<file path="src/rtl/multicycle_control.sv">
// Multi-cycle sequencing FSM for the RV32I core: steps fetch/decode/execute/memory/writeback
// and drives memory, IR, PC and register-file strobes. Optional PERF_COUNTERS_EN adds counters.
module multicycle_control #(
  parameter logic [2:0] RESET_STATE = 3'd0
) (
  input  logic        clock,
  input  logic        reset_n,
  input  logic [6:0]  opcode,
  input  logic        branch_cond,
  input  logic        mem_ready,
  output logic        mem_valid,
  output logic        mem_write,
  output logic        mem_is_data,
  output logic        ir_write,
  output logic        pc_write,
  output logic        pc_src,
  output logic        reg_write,
  output logic        illegal,
  output logic [2:0]  state
`ifdef PERF_COUNTERS_EN
  ,
  output logic [31:0] cycle_count,
  output logic [31:0] instret_count
`endif
);

  localparam logic [2:0] FETCH     = 3'd0;
  localparam logic [2:0] DECODE    = 3'd1;
  localparam logic [2:0] EXECUTE   = 3'd2;
  localparam logic [2:0] MEMORY    = 3'd3;
  localparam logic [2:0] WRITEBACK = 3'd4;
  localparam logic [2:0] TRAP      = 3'd5;

  localparam logic [6:0] OP_REG    = 7'b0110011;
  localparam logic [6:0] OP_IMM    = 7'b0010011;
  localparam logic [6:0] OP_LOAD   = 7'b0000011;
  localparam logic [6:0] OP_STORE  = 7'b0100011;
  localparam logic [6:0] OP_BRANCH = 7'b1100011;
  localparam logic [6:0] OP_JAL    = 7'b1101111;
  localparam logic [6:0] OP_JALR   = 7'b1100111;
  localparam logic [6:0] OP_LUI    = 7'b0110111;
  localparam logic [6:0] OP_AUIPC  = 7'b0010111;
  localparam logic [6:0] OP_FENCE  = 7'b0001111;

  logic [2:0] next_state;
  logic       is_load;
  logic       is_store;
  logic       is_branch;
  logic       is_fence;
  logic       is_jump;
  logic       is_legal;

  assign is_load   = (opcode == OP_LOAD);
  assign is_store  = (opcode == OP_STORE);
  assign is_branch = (opcode == OP_BRANCH);
  assign is_fence  = (opcode == OP_FENCE);
  assign is_jump   = (opcode == OP_JAL) || (opcode == OP_JALR);

  always_comb begin
    case (opcode)
      OP_REG, OP_IMM, OP_LOAD, OP_STORE, OP_BRANCH,
      OP_JAL, OP_JALR, OP_LUI, OP_AUIPC, OP_FENCE: is_legal = 1'b1;
      default:                                      is_legal = 1'b0;
    endcase
  end

  // NOTE: every output gets a default before the case so no path leaves one unassigned (no latches).
  always_comb begin
    next_state  = state;
    mem_valid   = 1'b0;
    mem_write   = 1'b0;
    mem_is_data = 1'b0;
    ir_write    = 1'b0;
    pc_write    = 1'b0;
    pc_src      = 1'b0;
    reg_write   = 1'b0;
    illegal     = 1'b0;
    case (state)
      FETCH: begin
        mem_valid = 1'b1;
        // Gated so an active reset never strobes the IR even if memory answers.
        ir_write  = mem_ready & reset_n;
        if (mem_ready) next_state = DECODE;
      end
      DECODE: next_state = is_legal ? EXECUTE : TRAP;
      EXECUTE: begin
        if (is_load || is_store) begin
          next_state = MEMORY;
        end else if (is_branch || is_fence) begin
          pc_write   = 1'b1;
          pc_src     = is_branch & branch_cond;
          next_state = FETCH;
        end else begin
          next_state = WRITEBACK;
        end
      end
      MEMORY: begin
        mem_valid   = 1'b1;
        mem_is_data = 1'b1;
        mem_write   = is_store;
        if (mem_ready) begin
          pc_write   = is_store;
          next_state = is_store ? FETCH : WRITEBACK;
        end
      end
      WRITEBACK: begin
        reg_write  = 1'b1;
        pc_write   = 1'b1;
        pc_src     = is_jump;
        next_state = FETCH;
      end
      TRAP: begin
        illegal    = 1'b1;
        next_state = TRAP;
      end
      default: next_state = FETCH;
    endcase
  end

  // NOTE: sequential state uses non-blocking assignments so all registers update together at the edge.
  always_ff @(posedge clock or negedge reset_n) begin
    if (!reset_n) state <= RESET_STATE;
    else          state <= next_state;
  end

`ifdef PERF_COUNTERS_EN
  always_ff @(posedge clock or negedge reset_n) begin
    if (!reset_n) begin
      cycle_count   <= '0;
      instret_count <= '0;
    end else begin
      cycle_count <= cycle_count + 32'd1;
      if (pc_write) instret_count <= instret_count + 32'd1;
    end
  end
`endif

endmodule

</file>
<file path="config.mk">
export PLATFORM = sky130hd
export DESIGN_NAME = multicycle_control
export DESIGN_NICKNAME = d
export VERILOG_FILES = /design/src/rtl/multicycle_control.sv
export SDC_FILE = /design/constraint.sdc
export NUM_CORES = 1
export LEC_CHECK = 0
export CORE_AREA = 2 2 39 41
export CTS_CLUSTER_SIZE = 20
export DETAILED_ROUTE_END_ITERATION = 10
export DIE_AREA = 0 0 41 43
export HOLD_SLACK_MARGIN = 0.08
export PLACE_DENSITY_LB_ADDON = 0.12
export SYNTH_ARGS = -nofsm -noshare
export SYNTH_HDL_FRONTEND = slang
export SYNTH_SLANG_ARGS = --single-unit
</file>
<file path="constraint.sdc">
create_clock -name clock -period 1.47 [get_ports clock]
set_clock_uncertainty 0.05 [all_clocks]
set_input_delay 0.3675 -clock clock [delete_from_list [all_inputs] [get_ports clock]]
set_output_delay 0.3675 -clock clock [all_outputs]
set_load 0.01 [all_outputs]
</file>
# After elaboration in Yosys (flattened, before gate mapping)
# Cells that the tools add are included.
# totals
reg_bits,3
word_cells,48
# op_classes
eq_ne,17
n_mux,21
n_bitwise,2
n_reduce_logical,7
# op_table
operator,n
$eq 7x6->1 const B,3
$eq 7x7->1 const B,3
$mux 3,6
$pmux 3 s5,1
$eq 7x5->1 const B,2
$mux 1,12
$reduce_or 10->1,1
$eq 7x2->1 const B,1
$eq 7x4->1 const B,1
$eq 3x2->1 const B,2
$eq 3x3->1 const B,2
$ne 2x2->1 const B,2
$eq 3x1->1 const B,1
$logic_not 3->1,1
$logic_or 1x1->1,3
$pmux 1 s3,1
$and 1x1->1,2
$pmux 1 s2,1
$reduce_and 2->1,1
$reduce_or 2->1,1

# Longest topological paths before layout
# depth
depth_word,5
mapped_depth,4

# Worst setup path after synthesis
# No wires, ideal clock.
# synth_timing
path_type,reg-to-output
start,reg state[2]
end,out pc_write
arrival_time_ps,1366
setup_slack_ps,-314
stages_incl_launch_ff,5
path_buffers,1
path_cell_list,dfrtp_1 > buf_4 > nor3b_1 > a41oi_1 > nand2_1
# synth_via
elab_chain_cells,2
word_cells_on_any_way,4
classes_between,3 x eq/ne; 1 x mux
# synth_lines
item,line,source
start: declaration,19,output logic [2:0] state
start signal: assignment,123,else state <= next_state;
$eq 3x3->1 / $eq 3x2->1 (equally long branches),78,case (state)
$pmux 1 s3 *,78,
end: declaration,15,"output logic pc_write,"
# Mark *: on every way between the ends. The rest lies on a longest branch, timed or not.

# Worst setup path in the final report
# layout_timing
start,reg state[0]
end,out pc_src
# layout_via
elab_chain_cells,2
word_cells_on_any_way,3
classes_between,2 x eq/ne; 1 x mux
# layout_lines
item,line,source
$eq 3x3->1 / $eq 3x2->1 (equally long branches),78,
$pmux 1 s2 *,78,
end: declaration,16,"output logic pc_src,"
# Marked as above.

==> results.json <==
{
  "outcome": "finished with violations",
  "regMostFlops": "state",
  "powerDensity_nw_per_um2": 1100,
  "cp_top_family": "flip-flops",
  "coreArea_um2": 1380,
  "grtUsageTotal_pct": 20.3,
  "setup_tns_ns": -2.79,
  "vias": 619,
  "cts_sinks": 3,
  "placed_area_um2": 802,
  "cts_max_path_buffers": 2,
  "setup_violations": 13,
  "synth_fp_nets": 61,
  "hp-class": "in -> async",
  "firstDrtPassIters": 4,
  "dpl.hpwl_um": 1020,
  "required_ns": 1.05,
  "drive_above_1_share_pct": 67.9,
  "diodes": 0,
  "syn_inst": 50,
  "num_rows": 14,
  "maxCapViolCount": 0,
  "yosysTopAreaCell": "dfrtp_1",
  "die-area_um2": 1760,
  "synthTopCellsByArea": "dfrtp_1 (19%), a21oi_1 (6.3%), nand4bb_1 (5.6%), nor3b_1 (5.6%), nand3b_4 (5.0%)",
  "final_area_um2": 990,
  "violations": "setup timing",
  "max_freq_mhz": 530,
  "yosys-top-cells-count": "a21oi_1 (5), nand2_1 (5), nor2_1 (4)",
  "start_util_pct": 28.8,
  "ys_warn_count": 0,
  "synth-async-reset-ratio_pct": 100,
  "top_regs": "state: 3 flops",
  "cp_max_fo": 4,
  "post-route-drc-count": 0,
  "grt_pass1_vias": 637,
  "gp_routability_congestion": 0.719,
  "post-place-ws_ns": -1.02,
  "cp-end-kind": "output pin",
  "syn2layout_area_growth_pct": 148,
  "path_class": "reg -> out",
  "detail-route-antenna-nets": 0,
  "slew_headroom_pct": 75.1,
  "crit_buf_inv": 2,
  "wl_per_cell_um": 12.9,
  "largest_reg_flops": 3,
  "io_pins": 22,
  "synth_seq_cells": 3,
  "finalCritPeriodShare_pct": 128,
  "cp_slowest_cell": "dfrtp_2",
  "report.final.slew_viol_count": 0,
  "setup_ws_ns": -0.418,
  "antenna_found_initial": 0,
  "numCtsBuffers": 3,
  "die_w_um": 41,
  "cts_tree": "built",
  "max_slew.worst_pin.slew_ns": 0.368,
  "synth_top_area_share_pct": 18.8,
  "grt_setup_unrepaired": "yes",
  "finalCriticalPeriod_ns": 1.89,
  "yosysSeqAreaShare_pct": 18.8,
  "seqCellArea_um2": 78.8,
  "clk_pin_slew_ns": 0.04,
  "cts-root-buf": "clkbuf_4",
  "ctsHoldBuffers": 0,
  "max_stage_delay_ns": 0.42,
  "grt_max_degree": 8,
  "vdd_drop_max_mv": 1.17,
  "numPortBuffers": 21,
  "nFillCells": 111,
  "viasPerCell": 5.07,
  "leakage_uw": 0.000457,
  "path_cells": "buf_6 > nor3b_4 > o2111ai_2 > a211oi_2 > buf_2",
  "startpoint_type": "register",
  "cts_max_level": 1,
  "synth_edf_count": 0,
  "avgSynthCellArea_um2": 7.98,
  "wl_um": 1570,
  "grt_pass1_wl_um": 2500,
  "drt_iter0_drc": 2,
  "synth.distinct_cells": 27,
  "die_h_um": 43,
  "cp_data_arrival_time_ns": 1.47,
  "clkLatencyLatePin_ns": 0.23,
  "multi_input_area_um2": 408,
  "synth_flop_cell": "dfrtp_1",
  "final_hold_viol_count": 0,
  "syn_area_um2": 399,
  "fin_nets": 118,
  "overflow": 0,
  "holdWs_ns": 0.371
}
## worst reg2reg max path, cell delays in order, from the launching register on
cell and delay [ns]:
dfrtp_2 0.42, buf_4 0.14, buf_6 0.10, buf_6 0.11, nor2b_4 0.13, buf_4 0.13
o41ai_2 0.04, a21oi_1 0.10, a311o_1 0.31
## through the flow
step | utilization (%) | std cells | total power (uW)
6_report | 71.5 | 122 | 1080
5_1_grt | 71.5 | 122 | 1150
4_1_cts | 68.6 | 119 | 990
3_5_place_dp | 58.0 | 104 | 750
3_3_place_gp | 58.0 | 104 | 747
2_1_floorplan | - | 50 | 413
## worst paths after layout
path                                       from              endpoint  slack [ns]  depth (start not counted)
max                        state[0]$_DFFE_PN0P_                pc_src       -0.42                          5
min                                     reset_n  state[1]$_DFFE_PN0P_        0.37                          2
max reg2reg                state[0]$_DFFE_PN0P_  state[2]$_DFFE_PN0P_       -0.19                          8
min reg2reg                state[1]$_DFFE_PN0P_  state[1]$_DFFE_PN0P_        0.70                          3
max in group asynchronous               reset_n  state[2]$_DFFE_PN0P_        0.89                          2
min in group clock                    opcode[4]  state[1]$_DFFE_PN0P_        0.59                          5
## layer usage
metal | wire length (um) | vias up | global-route usage, %
li1 | - | 312 | -
met1 | 612 | 288 | 22.7
met2 | 864 | 15 | 34.1
met3 | 63 | 4 | 4.19
met4 | 31 | 0 | 10.0
met5 | 0 | - | 0
## layout make-up
class	instances	share of cell area [%]
multi-input cells	45	41.2
inverters	1	0.379
flip-flops and latches	3	7.96
clock buffers	4	2.65
well taps	16	2.02
repair buffers	53	45.8
## cells by family after synthesis
kind of cell    after synthesis  synth area share [%]
flops                         3                  18.8
buf+inv                       2                  2.82
compound gates               14                  25.7
simple gates                 31                  52.7
## placed cells by master (no fill, tap or decap), drive strengths merged
master / n
o41ai: 2
nor2b: 3
a211oi: 1
clkdlybuf4s15: 5
clkbuf: 5
nor4b: 1
nor3b: 3
buf: 43
dfrtp: 3
and3: 1
dlygate4sd2: 1
o21ai: 2
and2b: 2
a41oi: 1
a21oi: 5
o21bai: 1
and2: 2
nor4: 1
or2: 1
inv: 1
nand4bb: 2
nor3: 3
clkdlybuf4s50: 3
o2111ai: 1
a311o: 1
nand3b: 2
nor2: 4
nand2: 5
nand3: 1
## repair_timing
action                                  in CTS  in global routing
pin swaps                                   11                  4
hold endpoints to repair                     0                  0
buffers inserted                            11                  4
endpoints found under the setup margin      14                 13
gates resized for setup                     77                 11
## where the power goes
part           switching (uW)  internal (uW)  leakage [uW]
clock                    41.1            102     0.0000150
sequential               47.1            113     0.0000318
combinational             313            469      0.000410
total                     401            683      0.000457
Power figures use the tool's default switching activity.
